$ cat src/rtl/mem_arb_pkg.sv
// Shared types for the fetch/data memory port arbiter: return-path tags and
// the full byte-enable constant for the default 32-bit data path.
package mem_arb_pkg;

  typedef enum logic [1:0] {
    TAG_NONE = 2'd0,
    TAG_IF   = 2'd1,
    TAG_D    = 2'd2
  } arb_tag_e;

  localparam int ARB_DW = 32;
  localparam logic [ARB_DW/8-1:0] SEL_ALL = '1;

endpackage

$ cat src/rtl/rd_tag_pipe.sv
// RD_LAT-deep shift register of return tags; the tail names the port that
// owns the memory read data arriving this cycle.
module rd_tag_pipe
  import mem_arb_pkg::*;
#(
  parameter int RD_LAT = 1
) (
  input  logic     clk,
  input  logic     clr,
  input  arb_tag_e tag_in,
  output arb_tag_e tag_out
);

  arb_tag_e stage [RD_LAT];

  always_ff @(posedge clk) begin
    if (clr) begin
      for (int i = 0; i < RD_LAT; i++) stage[i] <= TAG_NONE;
    end else begin
      // NOTE: non-blocking so every stage shifts from its pre-edge neighbour.
      stage[0] <= tag_in;
      for (int i = 1; i < RD_LAT; i++) stage[i] <= stage[i-1];
    end
  end

  assign tag_out = stage[RD_LAT-1];

endmodule

$ cat src/rtl/mem_port_arbiter.sv
// Shares one single-port synchronous RAM between instruction fetch and the
// data port: data has priority, a starvation counter guarantees fetch progress.
module mem_port_arbiter
  import mem_arb_pkg::*;
#(
  parameter int AW         = 32,
  parameter int DW         = 32,
  parameter int RD_LAT     = 1,
  parameter int STARVE_MAX = 4
) (
  input  logic            clk,
  input  logic            rst,
  input  logic            if_req_i,
  input  logic [AW-1:0]   if_addr_i,
  output logic            if_gnt_o,
  output logic            if_rvalid_o,
  output logic [DW-1:0]   if_rdata_o,
  input  logic            d_req_i,
  input  logic            d_we_i,
  input  logic [AW-1:0]   d_addr_i,
  input  logic [DW/8-1:0] d_sel_i,
  input  logic [DW-1:0]   d_wdata_i,
  output logic            d_gnt_o,
  output logic            d_rvalid_o,
  output logic [DW-1:0]   d_rdata_o,
  output logic            ram_ce_o,
  output logic            ram_we_o,
  output logic [AW-1:0]   ram_addr_o,
  output logic [DW/8-1:0] ram_sel_o,
  output logic [DW-1:0]   ram_data_o,
  input  logic [DW-1:0]   ram_data_i
);

  localparam logic [3:0] STARVE_LIM = 4'(STARVE_MAX);

  logic [3:0] starve_cnt;
  logic       if_win;
  logic       d_win;
  arb_tag_e   issue_tag;
  arb_tag_e   tail_tag;

  always_comb begin
    // NOTE: every output gets a default first so no path infers a latch.
    if_win     = 1'b0;
    d_win      = 1'b0;
    issue_tag  = TAG_NONE;
    ram_ce_o   = 1'b0;
    ram_we_o   = 1'b0;
    ram_addr_o = '0;
    ram_sel_o  = '0;
    ram_data_o = '0;

    if (!rst) begin
      if (if_req_i && d_req_i) begin
        if (starve_cnt == STARVE_LIM) if_win = 1'b1;
        else                          d_win  = 1'b1;
      end else begin
        if_win = if_req_i;
        d_win  = d_req_i;
      end
    end

    if (d_win) begin
      ram_ce_o   = 1'b1;
      ram_we_o   = d_we_i;
      ram_addr_o = d_addr_i;
      ram_sel_o  = d_sel_i;
      ram_data_o = d_wdata_i;
      issue_tag  = d_we_i ? TAG_NONE : TAG_D;
    end else if (if_win) begin
      ram_ce_o   = 1'b1;
      ram_addr_o = if_addr_i;
      ram_sel_o  = '1;
      issue_tag  = TAG_IF;
    end
  end

  assign if_gnt_o = if_win;
  assign d_gnt_o  = d_win;

  // Counts consecutive fetch denials; at the limit fetch wins the next contention.
  always_ff @(posedge clk) begin
    if (rst)                                           starve_cnt <= '0;
    else if (if_win)                                   starve_cnt <= '0;
    else if (if_req_i && (starve_cnt != STARVE_LIM))   starve_cnt <= starve_cnt + 4'd1;
  end

  rd_tag_pipe #(.RD_LAT(RD_LAT)) u_tag_pipe (
    .clk     (clk),
    .clr     (rst),
    .tag_in  (issue_tag),
    .tag_out (tail_tag)
  );

  assign if_rvalid_o = (tail_tag == TAG_IF);
  assign d_rvalid_o  = (tail_tag == TAG_D);
  assign if_rdata_o  = ram_data_i;
  assign d_rdata_o   = ram_data_i;

endmodule

$ cat config.mk
export PLATFORM = sky130hd
export DESIGN_NAME = mem_port_arbiter
export DESIGN_NICKNAME = d
export VERILOG_FILES = /design/src/rtl/mem_arb_pkg.sv /design/src/rtl/rd_tag_pipe.sv /design/src/rtl/mem_port_arbiter.sv
export SDC_FILE = /design/constraint.sdc
export NUM_CORES = 1
export LEC_CHECK = 0
export CORE_AREA = 2 2 107 109
export DETAILED_ROUTE_END_ITERATION = 8
export DIE_AREA = 0 0 109 111
export HOLD_SLACK_MARGIN = 0.02
export SYNTH_ARGS = -nofsm -noshare
export SYNTH_HDL_FRONTEND = slang
export SYNTH_HIERARCHICAL = 1
export SYNTH_SLANG_ARGS = --single-unit
$ cat constraint.sdc
create_clock -name clk -period 1.92 [get_ports clk]
set_clock_uncertainty 0.1 [all_clocks]
set_input_delay 0.384 -clock clk [delete_from_list [all_inputs] [get_ports clk]]
set_output_delay 0.384 -clock clk [all_outputs]
set_load 0.01 [all_outputs]
Yosys cells after proc, flatten, opt, wreduce, memory -nomap -nowiden
Memory sizes are Yosys's and may differ from the RTL's.
Index checks and enable logic that the tools add are counted.
Widths: inputs -> output; s select.
{"block": "totals", "mem_count": 1, "ramBits": 2, "regBits": 4, "elab_cells": 33, "inputBits": 137, "output_inout_bits": 138}
{"name": "u_tag_pipe.stage", "words": 1, "word_bits": 2, "read_ports": 1, "rd_ports_with_merged_regs": 0, "wr": 1, "line": "rd_tag_pipe.sv:14", "text": "arb_tag_e stage [RD_LAT];"}
{"block": "classes", "n_addsub": 1, "n_mux": 22, "eq_ne": 4, "reduce_logical": 4}
{"operator": "$mux 32", "count": 3}
{"operator": "$mux 1", "count": 14}
{"operator": "$mux 4", "count": 2}
{"operator": "$mux 2", "count": 3}
{"operator": "$add 4x1->4 const B", "count": 1}
{"operator": "$eq 4x3->1 const B", "count": 1}
{"operator": "$ne 4x3->1 const B", "count": 1}
{"operator": "$reduce_or 2->1", "count": 2}
{"operator": "$eq 2x1->1 const B", "count": 1}
{"operator": "$eq 2x2->1 const B", "count": 1}
{"operator": "$logic_and 1x1->1", "count": 2}

Depth between registers and ports, before layout
Gate-level depths: netlist of run 1.
{"block": "depth", "ltp_word": 7, "mapped_depth": 8, "ltp_nobuf": 6}

By module
Netlist of run 1, hierarchy kept.
{"module": "mem_port_arbiter", "cells_per_inst": 179, "area_each_um2": 1395.1, "seq_area_each_um2": 80.1, "n_inst": 1}
{"module": "rd_tag_pipe", "cells_per_inst": 4, "area_each_um2": 52.6, "seq_area_each_um2": 40.0, "n_inst": 1}

Least setup slack after synthesis of run 1
No wires, ideal clock.
{"block": "synth_timing", "kind": "flip-flop to output port", "startpoint": "reg starve_cnt[0]", "endpoint": "out ram_addr_o[0]", "stages_incl_launch_ff": 8, "path_buffers": 2, "slack_ns": 0.008, "required_time_ns": 1.436, "t_arrival_ns": 1.428, "cell_sequence": "dfxtp_1 -> inv_1 -> ha_1 -> nand3b_4 -> o211a_1 -> buf_6 -> buf_6 -> a22o_1"}
{"block": "synth_via", "elab_chain_cells": 6, "elab_cells_between_ends": 9, "cone_classes": "1 x eq/ne; 8 x mux"}
{"item": "start, declared", "line": "mem_port_arbiter.sv:36", "text": "logic [3:0] starve_cnt;"}
{"item": "start signal, assigned", "line": "mem_port_arbiter.sv:85", "text": "else if (if_req_i && (starve_cnt != STARVE_LIM)) starve_cnt <= starve_cnt + 4'd1;"}
{"item": "$eq 4x3->1 *", "line": "mem_port_arbiter.sv:55", "text": "if (starve_cnt == STARVE_LIM) if_win = 1'b1;"}
{"item": "$mux 1", "line": "mem_port_arbiter.sv:55"}
{"item": "$mux 1", "line": "mem_port_arbiter.sv:54", "text": "if (if_req_i && d_req_i) begin"}
{"item": "$mux 1", "line": "mem_port_arbiter.sv:53", "text": "if (!rst) begin"}
{"item": "$mux 32", "line": "mem_port_arbiter.sv:70", "text": "end else if (if_win) begin"}
{"item": "$mux 32 *", "line": "mem_port_arbiter.sv:63", "text": "if (d_win) begin"}
{"item": "end, declared", "line": "mem_port_arbiter.sv:28", "text": "output logic [AW-1:0] ram_addr_o,"}
Every way passes the cells marked *; elsewhere a longest branch is shown, timed or not.

Final worst setup path of run 1
{"block": "layout_timing", "startpoint": "reg starve_cnt[1]", "endpoint": "out ram_addr_o[31]"}
The elaborated chain is that of the path after synthesis.

==> results.py, run 1 <==
metrics = {
    "clocking": {
        "clkSlewWorstSetupHoldPaths_ns": 0.03,
        "htreeDepth": 1,
        "cts_made_buffers": 3,
        "clkLatencyLatePin_ns": 0.23,
        "root_buffer": "clkbuf_16",
        "cts.path.max_buffers": 2,
        "cts_sinks": 6,
        "tritoncts": "done",
    },
    "placement": {
        "io_buffers": 178,
        "dp_hpwl_um": 5210,
        "gp_congestion": 0.769,
        "pre_cts_slack_ns": -0.816,
    },
    "outcome": {
        "violations": "negative setup slack",
        "run_status": "finished with violations",
    },
    "sta": {
        "whs_ns": 0.427,
        "rsz0062_at_grt": "true",
        "fin_crit_ns": 2.30,
        "fin_crit_sh_pct": 120,
        "max_freq_ghz": 0.436,
        "slew_viol_final": 0,
        "setup_slack_ns": -0.376,
        "timing.final.hold_violations": 0,
        "worst_slew_pin_slew_ns": 0.240,
        "slew_headroom_pct": 84.0,
        "setup_viol": 72,
    },
    "detailed_routing": {
        "route.detailed.drc": 0,
        "wire_per_inst_um": 15.3,
        "viasPerCell": 3.84,
        "drt-total-wl_um": 7100,
        "firstDrtPassIters": 4,
        "dr.first_iter.drc_count": 69,
        "ant_nets": 0,
        "num_vias": 1780,
    },
    "yosys": {
        "synth.most_common_cell": "buf_4",
        "synthTopCellsByCount": "buf_4, and2_1, a22o_1",
        "synthMuxAreaShare_pct": 0.778,
        "synth_xor_area_share_pct": 0,
        "yosysTopAreaCell": "buf_4",
        "synth_compound_area_share_pct": 25.4,
        "synth_top_family_by_area": "buffers and inverters",
        "synth_edf_count": 0,
        "ys_ff_latch": 6,
        "ys_types": 27,
        "synthArstFlopShare_pct": 0,
        "ys_seq_area_share_pct": 8.30,
        "synthAdderAreaFrac_pct": 1.73,
        "syn_nets": 322,
        "synth_ff_type": "dfxtp_1",
        "synthSimpleGateAreaFrac_pct": 22.0,
        "synth.avg_cell_area_um2": 7.91,
        "synth_area_um2": 1450,
        "synth_top_area_share_pct": 33.7,
        "yosysWarnings": 6,
        "synthCells": 183,
        "synth_area_leaders": "buf_4, a22o_1, and2_1",
    },
    "die": {
        "fp.dieArea_um2": 12100,
        "die_y_um": 111,
        "row_count": 39,
        "start_util_pct": 13.1,
        "die_x_um": 109,
        "coreArea_um2": 11100,
        "io_pins": 275,
    },
    "setup_path": {
        "rr_worst_depth": 8,
        "crit_type": "flip-flop to output pin",
        "start_kind": "flip-flop",
        "worst-path-max-fanout": 8,
        "reg2reg_from": "starve_cnt[1]$_SDFFE_PP0P_",
        "reg2reg_to": "u_tag_pipe/stage[0][1]$_SDFF_PP0_",
        "crit_start": "starve_cnt[1]$_SDFFE_PP0P_",
        "worstSetupEndpointType": "output pin",
        "arrival_ns": 1.81,
        "critPathRequiredTime_ns": 1.44,
        "reg2reg_slack_ns": 0.26,
    },
    "min_path": {
        "whs_path_depth": 2,
        "hp-start": "starve_cnt[1]$_SDFFE_PP0P_",
        "hold_end": "starve_cnt[1]$_SDFFE_PP0P_",
        "hold_class": "flip-flop to flip-flop",
    },
    "grt": {
        "gr-total-overflow": 0,
        "grt_pass1_vias": 1841,
        "antenna_found_initial": 0,
        "grt_pass1_wl_um": 10000,
        "grt_max_degree": 19,
        "grtUsageTotal_pct": 10.8,
    },
    "cells_and_area": {
        "area_growth_syn_to_layout_pct": 129,
        "seqCellArea_um2": 121,
        "nets": 461,
        "antenna_cells": 0,
        "num-fill-cells": 1160,
        "multiInputGateArea_um2": 842,
        "drive_gt1_share_pct": 47.2,
    },
    "pwr": {
        "netSwitchingPower_uw": 275,
        "p_int_uw": 815,
        "peakVddDrop_uv": 222,
        "p_leak_uw": 0.00151,
        "p_seq_share_pct": 11.9,
        "power_density_nw_per_um2": 329,
        "p_clk_share_pct": 30.5,
        "sw_frac_of_total_pct": 25.2,
        "p_comb_share_pct": 57.6,
    },
    "run": {
        "cap_violations": 0,
    },
}
-- stage by stage --
stage	utilization (%)	instance area [µm²]	total power, µW	TNS [ns]	cells
6_report	29.9	3310	1090	-18.91	463
5_1_grt	29.9	3310	1140	-23.32	463
4_1_cts	27.8	3080	1050	-23.14	460
3_5_place_dp	27.1	3000	701	-51.69	445
3_3_place_gp	27.1	3000	700	-50.64	445
2_1_floorplan	-	1450	432	0	183
-- worst max-delay path: stages (launching register included) --
cell and delay (ns):
dfxtp_2 0.31, inv_2 0.07, ha_4 0.15, nand3b_4 0.11
o211a_4 0.29, buf_12 0.15, buf_16 0.13, a22o_4 0.24
buf_6 0.12
-- routing by layer --
metal | GRT usage (%) | wire length, µm | vias to the layer above
li1 | - | - | 842
met1 | 12.0 | 2600 | 805
met2 | 19.1 | 3580 | 101
met3 | 2.41 | 616 | 32
met4 | 5.04 | 300 | 0
met5 | 0 | 0 | -
-- placed cells by master, fill, tap and decap left out, types with 2 or more instances in the layout --
cell type and count:
clkdlybuf4s50_1 103, and2_4 32, buf_2 35, a21oi_1 2
buf_4 16, clkbuf_16 5, buf_6 43, a22o_1 31
nand2_1 3, a21o_1 4, inv_2 3, dlygate4sd2_1 3
nand3_1 2, buf_12 7, dfxtp_1 5, nand4_1 2
nor2b_1 5, buf_16 2
-- kinds of logic (layout without fill, tap and decap cells) --
kind of cell / Yosys count / count (layout)
flip-flops: 6 / 6
AND/OR/NAND/NOR: 50 / 50
AO/OA/AOI/OAI: 43 / 43
buffers and inverters: 81 / 218
multiplexers: 1 / 1
adder cells (fa/ha/maj): 2 / 2
-- repair_timing --
item,in CTS,in global routing
pin swaps,19,22
setup buffers,7,4
setup endpoints to repair,72,72
hold buffers,0,0
resized for setup,317,67
gates cloned,5,2
-- layout make-up --
class,instances,area share (%)
tap,143,5.40
inverter,4,0.453
clock buffer,3,2.27
multi-input combinational,96,25.4
timing repair buffer,211,62.8
sequential,6,3.66
-- registers in the layout, indices dropped and copies added, names as in the netlist --
signal / flops
starve_cnt: 4
u_tag_pipe/stage: 2
-- power by group through the flow --
stage | registers, µW | clock network, µW | logic (µW)
final | 130 | 332 | 627
after global routing | 130 | 347 | 666
after CTS | 130 | 336 | 580
after detailed placement | 131 | 0 | 570
after global placement | 131 | 0 | 568
after floorplan | 132 | 0 | 300
-- worst max-delay path by stage --
stage / to / depth (start not counted)
after global routing: ram_addr_o[31] / 8
after floorplan: ram_addr_o[0] / 7
after CTS: ram_addr_o[31] / 8
after global placement: ram_addr_o[3] / 6
after detailed placement: ram_addr_o[3] / 6
final: ram_addr_o[31] / 8
No activity file was read; power rests on OpenSTA's default activity.
==> run 2, diff against run 1 <==
CELL_PAD_IN_SITES_DETAIL_PLACEMENT = 0   (was not set)
CELL_PAD_IN_SITES_GLOBAL_PLACEMENT = 1   (was not set)
CORE_AREA = 2 2 111 140   (was 2 2 107 109)
DIE_AREA = 0 0 113 142   (was 0 0 109 111)
PLACE_DENSITY_LB_ADDON = 0.1   (was not set)
==> run 2 against run 1 <==
The run ends with design-rule violations, negative setup slack left. Worst setup slack worse by 0.050 ns. Sequential power about the same. Cell count up 9.1%. Cell area up 2.0%. Global-route usage down 1.5 points. Via count up 1.2%. Largest power group unchanged.
==> results.py, run 2 (synthesized netlist as in run 1, its figures left out) <==
metrics = {
    "setup_path": {
        "worstSetupEndpointType": "output pin",
        "arrival_ns": 1.86,
        "crit_type": "flip-flop to output pin",
        "worst-path-max-fanout": 8,
        "start_kind": "flip-flop",
        "reg2reg_to": "u_tag_pipe/stage[0][1]$_SDFF_PP0_",
        "critPathRequiredTime_ns": 1.44,
        "reg2reg_slack_ns": 0.30,
        "reg2reg_from": "starve_cnt[0]$_SDFFE_PP0P_",
        "rr_worst_depth": 7,
    },
    "detailed_routing": {
        "viasPerCell": 3.57,
        "route.detailed.drc": 9,
        "dr.first_iter.drc_count": 48,
        "ant_nets": 0,
        "wire_per_inst_um": 16.5,
        "num_vias": 1802,
        "firstDrtPassIters": 7,
        "drt-total-wl_um": 8330,
    },
    "cells_and_area": {
        "largest_reg_flops": 4,
        "top_regs": "starve_cnt (4), u_tag_pipe/stage (2)",
        "layout_common_cells": "clkdlybuf4s50_1, buf_6, buf_2",
        "final_common_cell": "clkdlybuf4s50_1",
        "largest-register": "starve_cnt",
        "final_cell_area_um2": 3380,
        "antenna_cells": 0,
        "nets": 464,
        "final_core_util_pct": 22.9,
        "drive_gt1_share_pct": 47.7,
        "area_growth_syn_to_layout_pct": 134,
    },
    "sta": {
        "timing.final.hold_violations": 0,
        "setup_slack_ns": -0.426,
        "fin_crit_sh_pct": 122,
        "slew_headroom_pct": 81.4,
        "fin_crit_ns": 2.35,
        "setup_viol": 72,
        "rsz0062_at_grt": "true",
        "max_freq_ghz": 0.426,
        "slew_viol_final": 0,
        "worst_slew_pin_slew_ns": 0.279,
        "whs_ns": 0.407,
    },
    "die": {
        "coreArea_um2": 14800,
        "row_count": 50,
        "io_pins": 275,
        "start_util_pct": 9.81,
        "die_y_um": 142,
        "fp.dieArea_um2": 16000,
        "die_x_um": 113,
    },
    "pwr": {
        "sw_frac_of_total_pct": 26.1,
        "power_uw": 1110,
        "p_clk_share_pct": 30.8,
        "peakVddDrop_uv": 194,
        "p_seq_share_pct": 11.7,
        "p_leak_uw": 0.00152,
        "p_int_uw": 819,
        "p_comb_share_pct": 57.5,
        "netSwitchingPower_uw": 290,
        "power_density_nw_per_um2": 328,
    },
    "grt": {
        "grtUsageTotal_pct": 9.27,
        "gr-total-overflow": 0,
        "grt_pass1_vias": 1965,
        "grt_pass1_wl_um": 11400,
        "grt_max_degree": 22,
        "antenna_found_initial": 0,
    },
    "clocking": {
        "cts.path.max_buffers": 2,
        "clkSlewWorstSetupHoldPaths_ns": 0.04,
        "clkLatencyLatePin_ns": 0.23,
        "htreeDepth": 1,
        "cts_sinks": 6,
        "root_buffer": "clkbuf_16",
        "tritoncts": "done",
        "cts_made_buffers": 3,
    },
    "placement": {
        "place_area_um2": 3030,
        "gp_congestion": 0.686,
        "dp_hpwl_um": 5830,
        "io_buffers": 178,
    },
    "run": {
        "cap_violations": 0,
    },
    "min_path": {
        "whs_path_depth": 2,
        "hold_end": "starve_cnt[1]$_SDFFE_PP0P_",
        "hold_class": "flip-flop to flip-flop",
        "hp-start": "starve_cnt[1]$_SDFFE_PP0P_",
    },
    "outcome": {
        "violations": "design-rule violations, negative setup slack",
        "run_status": "finished with violations",
    },
}
run 2: worst max-delay path, cell delays in order, from the launching register on:
cell      delay, ns
dfxtp_2        0.31
inv_2          0.07
ha_4           0.15
nand3b_4       0.10
buf_6          0.13
a211oi_4       0.20
buf_6          0.20
buf_12         0.15
buf_6          0.09
a22o_1         0.10
buf_2          0.13
run 2: stage by stage:
step           instances  TNS (ns)  worst slack (ns)
4_1_cts              500    -25.98            -0.543
6_report             505    -22.68            -0.426
3_3_place_gp         482    -53.40            -0.811
2_1_floorplan        183         0           0.00844
5_1_grt              505    -27.33            -0.517
3_5_place_dp         482    -51.58            -0.805
run 2: how the worst max path moves through the flow:
stage	start	to	slack (ns)	cells past startpoint
floorplan	starve_cnt[0]$_SDFFE_PP0P_	ram_addr_o[0]	0.008	7
global placement	if_req_i	ram_addr_o[21]	-0.81	6
detailed placement	if_req_i	ram_ce_o	-0.80	6
CTS	starve_cnt[1]$_SDFFE_PP0P_	ram_addr_o[15]	-0.54	7
global route	starve_cnt[0]$_SDFFE_PP0P_	ram_addr_o[20]	-0.52	10
finish	starve_cnt[0]$_SDFFE_PP0P_	ram_addr_o[20]	-0.43	10
run 2: area by class of cell:
| cell class | instances | area [µm²] |
|---|---|---|
| Clock buffer | 3 | 75.1 |
| Fill cell | 1668 | 11400 |
| Inverter | 4 | 15.0 |
| Multi-Input combinational cell | 96 | 833 |
| Sequential cell | 6 | 123 |
| Tap cell | 182 | 228 |
| Timing Repair Buffer | 214 | 2110 |
run 2: routing by layer:
metal  wire length, µm  track usage [%]  vias up
met4               135             2.70        0
met2              4970             19.4      101
met3               519             1.96       21
met5                 0                0        -
li1                  -                -      845
met1              2710             8.79      835
run 2: power by group through the flow:
stage | Sequential [µW] | Clock, µW | Combinational (µW)
floorplan | 132 | 0 | 300
global placement | 131 | 0 | 581
detailed placement | 131 | 0 | 574
CTS | 130 | 350 | 598
global route | 130 | 357 | 683
finish | 130 | 341 | 638
run 2: what timing repair did:
action | in CTS | in global routing
pin swaps | 11 | 9
endpoints found under the setup margin | 72 | 72
buffers inserted | 10 | 7
resized for setup | 308 | 88
gates cloned | 5 | 5
hold buffers | 0 | 0
